[src/rtl/vend_pkg.sv]
// Shared types and coin constants for the change dispenser.
// Amounts are carried in nickel units (1 = 5c).
package vend_pkg;

  localparam int NICK_W = 4;

  localparam logic [NICK_W-1:0] VAL_Q = 4'd5;
  localparam logic [NICK_W-1:0] VAL_D = 4'd2;
  localparam logic [NICK_W-1:0] VAL_N = 4'd1;

  typedef enum logic [2:0] {
    ST_IDLE,
    ST_SELECT,
    ST_EJECT,
    ST_WAIT_ACK,
    ST_DONE,
    ST_FAULT
  } disp_state_t;

  typedef enum logic [1:0] {
    COIN_NONE,
    COIN_Q,
    COIN_D,
    COIN_N
  } coin_t;

  function automatic logic [NICK_W-1:0] coin_value(input coin_t c);
    case (c)
      COIN_Q:  coin_value = VAL_Q;
      COIN_D:  coin_value = VAL_D;
      COIN_N:  coin_value = VAL_N;
      default: coin_value = '0;
    endcase
  endfunction

endpackage

[src/rtl/ack_timer.sv]
// Counts cycles spent waiting for a hopper acknowledge; expired when the count
// equals limit. The count saturates so it never wraps back below the limit.
module ack_timer (
  input  logic       clk,
  input  logic       reset_n,
  input  logic       clr,
  input  logic       en,
  input  logic [7:0] limit,
  output logic       expired
);

  logic [7:0] count;

  always_ff @(posedge clk) begin
    if (!reset_n || clr) begin
      count <= '0;
    end else if (en && count != 8'hFF) begin
      count <= count + 8'd1;
    end
  end

  assign expired = (count == limit);

endmodule

[src/rtl/change_dispenser.sv]
// Pays out change after a vend using greedy, stock-aware coin selection,
// one coin per hopper acknowledge, with a timeout/out-of-stock fault state.
module change_dispenser
  import vend_pkg::*;
#(
  parameter int COUNT_W     = 8,
  parameter int INIT_Q      = 20,
  parameter int INIT_D      = 20,
  parameter int INIT_N      = 40,
  parameter int ACK_TIMEOUT = 255
) (
  input  logic               clk,
  input  logic               reset_n,
  input  logic               soda_out,
  input  logic [NICK_W-1:0]  change_out,
  input  logic               refill,
  input  logic               coin_ack,
  output logic               q_eject,
  output logic               d_eject,
  output logic               n_eject,
  output logic               busy,
  output logic               done,
  output logic               fault,
  output logic               overrun,
  output logic [NICK_W-1:0]  owed,
  output logic [COUNT_W-1:0] q_count,
  output logic [COUNT_W-1:0] d_count,
  output logic [COUNT_W-1:0] n_count
);

  localparam logic [7:0]         LIMIT  = 8'(ACK_TIMEOUT);
  localparam logic [COUNT_W-1:0] LOAD_Q = COUNT_W'(INIT_Q);
  localparam logic [COUNT_W-1:0] LOAD_D = COUNT_W'(INIT_D);
  localparam logic [COUNT_W-1:0] LOAD_N = COUNT_W'(INIT_N);

  disp_state_t state, state_n;
  coin_t       sel, sel_n;
  logic        expired;
  logic        ack_hit;
  logic        reload;
  logic        vend_start;

  assign ack_hit    = (state == ST_WAIT_ACK) && coin_ack;
  assign reload     = refill && (state == ST_IDLE || state == ST_FAULT);
  assign vend_start = (state == ST_IDLE) && soda_out && (change_out != '0);

  ack_timer u_ack_timer (
    .clk     (clk),
    .reset_n (reset_n),
    .clr     (state == ST_EJECT),
    .en      (state == ST_WAIT_ACK),
    .limit   (LIMIT),
    .expired (expired)
  );

  always_ff @(posedge clk) begin
    if (!reset_n) begin
      state <= ST_IDLE;
      sel   <= COIN_NONE;
    end else begin
      state <= state_n;
      sel   <= sel_n;
    end
  end

  always_comb begin
    state_n = state;
    sel_n   = sel;
    case (state)
      ST_IDLE: begin
        if (vend_start) state_n = ST_SELECT;
      end
      ST_SELECT: begin
        // Each candidate requires value <= owed and stock > 0, so neither
        // owed nor the counters can underflow.
        if (owed == '0) begin
          sel_n   = COIN_NONE;
          state_n = ST_DONE;
        end else if (owed >= VAL_Q && q_count != '0) begin
          sel_n   = COIN_Q;
          state_n = ST_EJECT;
        end else if (owed >= VAL_D && d_count != '0) begin
          sel_n   = COIN_D;
          state_n = ST_EJECT;
        end else if (n_count != '0) begin
          sel_n   = COIN_N;
          state_n = ST_EJECT;
        end else begin
          sel_n   = COIN_NONE;
          state_n = ST_FAULT;
        end
      end
      ST_EJECT:    state_n = ST_WAIT_ACK;
      ST_WAIT_ACK: begin
        if (coin_ack)     state_n = ST_SELECT;
        else if (expired) state_n = ST_FAULT;
      end
      ST_DONE:     state_n = ST_IDLE;
      ST_FAULT: begin
        if (refill) state_n = ST_SELECT;
      end
      default:     state_n = ST_IDLE;
    endcase
  end

  always_ff @(posedge clk) begin
    if (!reset_n) begin
      owed <= '0;
    end else if (vend_start) begin
      owed <= change_out;
    end else if (ack_hit) begin
      owed <= owed - coin_value(sel);
    end
  end

  always_ff @(posedge clk) begin
    if (!reset_n || reload) begin
      q_count <= LOAD_Q;
      d_count <= LOAD_D;
      n_count <= LOAD_N;
    end else if (ack_hit) begin
      if (sel == COIN_Q) q_count <= q_count - 1'b1;
      if (sel == COIN_D) d_count <= d_count - 1'b1;
      if (sel == COIN_N) n_count <= n_count - 1'b1;
    end
  end

  always_ff @(posedge clk) begin
    if (!reset_n) begin
      overrun <= 1'b0;
    end else if (soda_out && state != ST_IDLE) begin
      overrun <= 1'b1;
    end
  end

  assign q_eject = (state == ST_EJECT) && (sel == COIN_Q);
  assign d_eject = (state == ST_EJECT) && (sel == COIN_D);
  assign n_eject = (state == ST_EJECT) && (sel == COIN_N);
  assign busy    = (state == ST_SELECT) || (state == ST_EJECT) ||
                   (state == ST_WAIT_ACK) || (state == ST_DONE);
  assign done    = (state == ST_DONE);
  assign fault   = (state == ST_FAULT);

endmodule

[config.mk]
export PLATFORM = sky130hd
export DESIGN_NAME = change_dispenser
export DESIGN_NICKNAME = d
export VERILOG_FILES = /design/src/rtl/vend_pkg.sv /design/src/rtl/ack_timer.sv /design/src/rtl/change_dispenser.sv
export SDC_FILE = /design/constraint.sdc
export NUM_CORES = 1
export LEC_CHECK = 0
export ABC_AREA = 1
export CORE_ASPECT_RATIO = 2
export CORE_MARGIN = 2
export CORE_UTILIZATION = 47
export DETAILED_ROUTE_END_ITERATION = 10
export PLACE_DENSITY = 0.76
export SLEW_MARGIN = 20
export SYNTH_ARGS = -nofsm -noshare
export SYNTH_HDL_FRONTEND = slang
export SYNTH_SLANG_ARGS = --single-unit
[constraint.sdc]
create_clock -name clk -period 1.7 [get_ports clk]
set_input_delay 0.34 -clock clk [delete_from_list [all_inputs] [get_ports clk]]
set_output_delay 0.34 -clock clk [all_outputs]
set_load 0.01 [all_outputs]
==> key figures, run 1 <==
Yosys
  – Post-synthesis sequential area ratio: 35.6%
  – Syn_nets: 359
  – Synthesized area: 2360 um^2
  – Yosys warning count: 0
  – Netlist cell types: 32
  – Syn_area_per_cell: 6.94 um^2
  – Synthesized instance count: 340
  – Yosys reg bits: 42

Finish
  – Antenna Cells: 0
  – Final core utilization: 66.8%
  – Leading cell type in the layout, fill and taps excluded: nand2_1
  – Fin area: 3250 um^2
  – Layout cells sized above 1: 18.6%
  – Most frequent cells in the layout: nand2_1 (75), inv_1 (45), dfxtp_1 (39)
  – Cell Count, Final, Fillers Out: 482
  – Fin nets: 443
  – Area Overhead vs Synth: 37.6%

Die
  – Initial Utilization: 48.5%
  – Core Box Area: 4860 um^2
  – Die Height: 104 um
  – Width of the die: 54.1 um
  – DIE AREA: 5640 um^2
  – Row count: 36
  – I/O pins: 44

STA
  – Fin crit share: 107%
  – RSZ-0062 raised after global routing: true
  – Final setup violation count: 1
  – Max-slew violation count: 0
  – Fin worst setup slack: -115 ps
  – Max-slew headroom: 79.1%
  – Min Tclk post-route: 1820 ps
  – Slew at the pin closest to its max-slew limit: 310 ps
  – Max Clock Freq: 551 MHz
  – Setup Skew: 4.65 ps
  – Hold Vio Cnt, Final: 0

CTS
  – Clk pin slew, worst setup/hold paths: 80 ps
  – TritonCTS buffer count: 5
  – CTS Root Cell: clkbuf_8
  – CTS tree: done
  – Clock latency on the worst-skew pair: 290 ps
  – Post-CTS Hold Fix Bufs: 0
  – Max clock buf depth: 2
  – CTS H-tree lvls: 2
  – Clock sinks: 42

Placement
  – Area after DPL: 3100 um^2
  – Placed Instances: 471
  – Buffers added on ports: 43
  – DP HPWL: 4480 um
  – Dpl ws: -176 ps
  – Routability cong.: 0.838

Critical path
  – Crit end category: output pin
  – WP data arrival: 1480 ps
  – Critical Path Fanout Max: 3
  – CP required: 1360 ps
  – CP startpoint kind: register
  – Path type of the worst setup path: register to output pin

Outcome
  – Failing checks: setup timing
  – Status: finished with violations

Worst hold path
  – HP Class: register to register

Route
  – Wirelength per Cell: 12.2 um
  – Number of detailed-route iterations in the first pass: 4
  – ANT nets after route: 0
  – Vias: 2437
  – Vias per cell: 5.06
  – Post-route DRC: 0
  – Total wire length: 5860 um
  – Initial drt markers: 64

Power and ir drop
  – Clock network power share: 23.0%
  – PD cells: 911 nW/um^2
  – P_int: 1.91 mW
  – Leak Pwr: 1.42 nW
  – Flop pwr share: 38.6%
  – Worst ir drop on vdd: 0.000794 V
  – Net switching power: 1.05 mW
  – Switching Fraction: 35.4%
  – Comb power frac: 38.5%

Global routing
  – GR Overflow Total: 0
  – Global-route usage over all layers: 22.2%
  – First-pass GRT wire length: 9640 um
  – Antenna violations before repair: 0
  – Largest net degree at the start of global routing: 16
  – Vias in the first global route: 2334

Flow run
  – Max Cap Viol: 0
[synthesized netlist by cell type]
library cell  instances  share of area (%)
nor2_1               39                6.2
fa_1                  1               0.85
or4_1                 1               0.32
nor3b_1               1               0.32
nand2_1              75                 12
inv_1                48                7.6
xor2_1                7                2.6
nand3_2               1               0.42
nor3_1                8                1.7
nor4_1                2               0.53
dfxtp_1              42                 36
nand3_4               2                1.5
inv_2                 2               0.32
clkinv_1              1               0.16
xnor2_1               4                1.5
or2_2                 4                1.1
o21ai_0              14                3.0
nor2_4                3                1.4
clkinv_2              2               0.42
and3_1                1               0.27
nand4_1              11                2.9
clkbuf_1              1               0.16
or3_1                 1               0.27
nor3_2                2               0.85
o21ai_1               1               0.21
a21oi_1              30                6.4
a31oi_1               3               0.79
nand2_2               3               0.79
nand3_1              19                4.0
buf_6                 1               0.48
a21oi_4               1               0.69
ha_1                  9                4.8
[per-stage QoR]
| stage | power, mW | hold slack [ps] | setup TNS (ps) |
|---|---|---|---|
| floorplan | 1.72 | 438 | 0 |
| global placement | 2.20 | 456 | -972 |
| detailed placement | 2.23 | 461 | -1250 |
| CTS | 2.90 | 482 | -378 |
| global route | 3.16 | 504 | -187 |
| finish | 2.96 | 475 | -115 |
[power by group through the flow]
stage	clock network [mW]	registers [mW]	logic (mW)
after detailed placement	0	1.13	1.09
after CTS	0.698	1.12	1.08
after global placement	0	1.13	1.07
after floorplan	0	1.16	0.567
after global routing	0.737	1.15	1.27
final	0.680	1.14	1.14
[cell type report]
class | instances | area (um^2)
Clock buffer | 6 | 82.6
Clock inverter | 2 | 12.5
Fill cell | 437 | 1620
Inverter | 53 | 201
Multi-Input combinational cell | 243 | 1350
Sequential cell | 42 | 847
Tap cell | 57 | 71.3
Timing Repair Buffer | 79 | 688
[repair_timing]
| action | 4_1_cts | 5_1_grt |
|---|---|---|
| setup endpoints to repair | 7 | 15 |
| pin swaps | 2 | 2 |
| resized for setup | 17 | 18 |
| buffers inserted | 2 | 1 |
[metal layers]
layer	GRT usage [%]	vias up	share of wire [%]
li1	-	1264	-
met1	22.0	1111	38
met2	42.5	51	57
met3	3.88	11	3.3
met4	7.32	0	1.7
met5	0	-	0
[critical path, stage by stage, from the launching register on]
cell and delay (ps):
dfxtp_2 330, buf_6 120, nand3_4 80, inv_2 40
or4_1 460, buf_2 160
[kinds of logic after synthesis]
kind of cell             share of synthesized area (%)
AND/OR/NAND/NOR                                   34.5
buffers and inverters                             9.17
AO/OA/AOI/OAI                                     11.0
flip-flops                                        35.6
XOR/XNOR                                          4.08
adder cells (fa/ha/maj)                           5.62
[path summary, 6_finish.rpt]
path,slack (ps),endpoint,from,cells past startpoint
max,-120,busy,state[1],5
min,480,overrun,overrun,2
max reg2reg,90,owed[1],sel[0],5
min reg2reg,480,overrun,overrun,2
[flip-flops by register name, summed over array words and instances, names as in the netlist]
signal	flops
d_count	8
n_count	8
q_count	8
u_ack_timer.count	8
owed	4
state	3
sel	2
overrun	1
Power figures use the tool's default switching activity.
==> run 2: changes to the inputs <==
--- a/config.mk
+++ b/config.mk
@@ -8,9 +8,9 @@
 export ABC_AREA = 1
 export CORE_ASPECT_RATIO = 2
 export CORE_MARGIN = 2
-export CORE_UTILIZATION = 47
+export CORE_UTILIZATION = 23
+export CTS_CLUSTER_SIZE = 14
 export DETAILED_ROUTE_END_ITERATION = 10
-export PLACE_DENSITY = 0.76
 export SLEW_MARGIN = 20
 export SYNTH_ARGS = -nofsm -noshare
 export SYNTH_HDL_FRONTEND = slang
==> key figures, run 2 (same netlist as run 1, synthesis figures left out) <==
Global routing
  – Largest net degree at the start of global routing: 14 (was 16)
  – GR Util met2: 24.1% (was 42.5%)
  – Global-route usage over all layers: 12.8% (was 22.2%)
  – Global-route met3 utilization: 2.54% (was 3.88%)
  – M1 GR Usage: 12.2% (was 22.0%)
  – Vias in the first global route: 2487 (was 2334)
  – First-pass GRT wire length: 10900 um (was 9640 um)
  – GR Overflow Total: 0 (unchanged)
  – Global route hottest layer: met2 (unchanged)
  – Antenna violations before repair: 0 (unchanged)

STA
  – Setup_tns: -108 ps (was -115 ps)
  – Fin crit share: 106% (was 107%)
  – Setup Skew: 5.35 ps (was 4.65 ps)
  – Max-slew violation count: 0 (unchanged)
  – Hold Vio Cnt, Final: 0 (unchanged)
  – Fin worst setup slack: -108 ps (was -115 ps)
  – Min Tclk post-route: 1810 ps (was 1820 ps)
  – Max-slew headroom: 76.8% (was 79.1%)
  – Final setup violation count: 1 (unchanged)
  – Slew at the pin closest to its max-slew limit: 344 ps (was 310 ps)
  – Max Clock Freq: 553 MHz (was 551 MHz)
  – RSZ-0062 raised after global routing: true (unchanged)

Finish
  – Antenna Cells: 0 (unchanged)
  – Multi-input combinational cell area: 1370 um^2 (was 1350 um^2)
  – Area Overhead vs Synth: 45.0% (was 37.6%)
  – Fill cells: 1092 (was 437)
  – Layout cells sized above 1: 19.6% (was 18.6%)
  – Leading cell type in the layout, fill and taps excluded: nand2_1 (unchanged)
  – Fin nets: 442 (was 443)
  – Most frequent cells in the layout: nand2_1 (75), inv_1 (44), dfxtp_1 (38) (was nand2_1 (75), inv_1 (45), dfxtp_1 (39))
  – Fin area: 3420 um^2 (was 3250 um^2)
  – FF+latch area: 848 um^2 (was 847 um^2)

Power and ir drop
  – Leak Pwr: 1.43 nW (was 1.42 nW)
  – Net switching power: 1.10 mW (was 1.05 mW)
  – Clock network power share: 30.0% (was 23.0%)
  – P_int: 2.19 mW (was 1.91 mW)
  – Power Total: 3.28 mW (was 2.96 mW)
  – PD cells: 959 nW/um^2 (was 911 nW/um^2)
  – Worst ir drop on vdd: 0.000511 V (was 0.000794 V)
  – Comb power frac: 34.8% (was 38.5%)
  – Flop pwr share: 35.2% (was 38.6%)
  – Switching Fraction: 33.4% (was 35.4%)

Critical path
  – Critical Path Fanout Max: 3 (unchanged)
  – Crit end category: output pin (unchanged)
  – CP required: 1360 ps (about the same)
  – R2R cell count: 8 (was 5)
  – WP data arrival: 1470 ps (was 1480 ps)
  – CP startpoint kind: register (unchanged)
  – Path type of the worst setup path: register to output pin (unchanged)

CTS
  – TritonCTS buffer count: 5 (unchanged)
  – Max clock buf depth: 2 (unchanged)
  – Post-CTS Hold Fix Bufs: 0 (unchanged)
  – CTS H-tree lvls: 2 (unchanged)
  – CTS tree: done (unchanged)
  – Clk pin slew, worst setup/hold paths: 60 ps (was 80 ps)
  – Clock sinks: 42 (unchanged)
  – Clock latency on the worst-skew pair: 290 ps (about the same)
  – CTS Root Cell: clkbuf_16 (was clkbuf_8)

Placement
  – Dpl ws: -228 ps (was -176 ps)
  – Buffers added on ports: 43 (unchanged)
  – Routability cong.: 0.830 (was 0.838)
  – DP HPWL: 5190 um (was 4480 um)
  – Area after DPL: 3190 um^2 (was 3100 um^2)

Route
  – Total wire length: 6650 um (was 5860 um)
  – Vias per cell: 4.43 (was 5.06)
  – Post-route DRC: 0 (unchanged)
  – Vias: 2477 (was 2437)
  – Initial drt markers: 115 (was 64)
  – ANT nets after route: 0 (unchanged)
  – Number of detailed-route iterations in the first pass: 4 (unchanged)
  – Wirelength per Cell: 11.9 um (was 12.2 um)

Worst hold path
  – HP Class: register to register (unchanged)
  – Hold path depth: 2 (unchanged)

Flow run
  – Max Cap Viol: 0 (unchanged)

Outcome
  – Status: finished with violations (unchanged)
  – Failing checks: setup timing (unchanged)

Die
  – Width of the die: 75.6 um (was 54.1 um)
  – Row count: 52 (was 36)
  – Core Box Area: 10100 um^2 (was 4860 um^2)
  – I/O pins: 44 (unchanged)
  – DIE AREA: 11100 um^2 (was 5640 um^2)
  – Initial Utilization: 23.4% (was 48.5%)
  – Die Height: 147 um (was 104 um)
[run 2: cell count changes in the layout (fill, tap and decap cells not counted), sizes merged]
cell           previous run  this run
clkdlybuf4s15             2         0
clkinvlp                  1         0
dlygate4sd2               0         2
buf                      38        39
clkbuf                    8         7
[run 2: cell type report]
class | count | area share, %
clock buffers | 7 | 4.17
inverters | 53 | 5.88
clock inverters | 1 | 0.146
repair buffers | 78 | 20.2
flip-flops and latches | 42 | 24.8
well taps | 135 | 4.93
multi-input cells | 243 | 39.9
[run 2: repair_timing]
action,in CTS,in global routing
buffers inserted,2,0
pin swaps,1,4
cloned,0,0
resized for setup,28,18
setup endpoints to repair,6,11
[run 2: final timing paths]
| check | startpoint | to | slack [ps] |
|---|---|---|---|
| min reg2reg | overrun | overrun | 470 |
| max | state[1] | busy | -110 |
| min | overrun | overrun | 470 |
| max reg2reg | state[1] | q_count[4] | 100 |
[run 2: power groups by stage]
stage / Combinational (mW) / Clock, mW / Sequential [mW]
CTS: 1.08 / 1.01 / 1.14
global placement: 1.04 / 0 / 1.14
finish: 1.14 / 0.986 / 1.15
detailed placement: 1.07 / 0 / 1.14
floorplan: 0.567 / 0 / 1.16
global route: 1.28 / 1.04 / 1.16
[run 2: routing by layer]
metal	vias up	routed length [um]
li1	1269	-
met1	1151	2460
met2	49	3790
met3	8	219
met4	0	176
met5	-	0
[run 2: per-stage QoR]
stage / hold slack [ps] / utilization [%] / instances
3_3_place_gp: 450 / 31.7 / 549
2_1_floorplan: 438 / - / 340
3_5_place_dp: 458 / 31.7 / 549
6_report: 470 / 33.9 / 559
5_1_grt: 506 / 33.9 / 559
4_1_cts: 476 / 33.4 / 559
[run 2: worst max-delay path: stages (launching register included)]
cell,delay [ps]
dfxtp_2,330
buf_6,120
nand3_4,80
inv_2,40
or4_4,470
buf_6,140
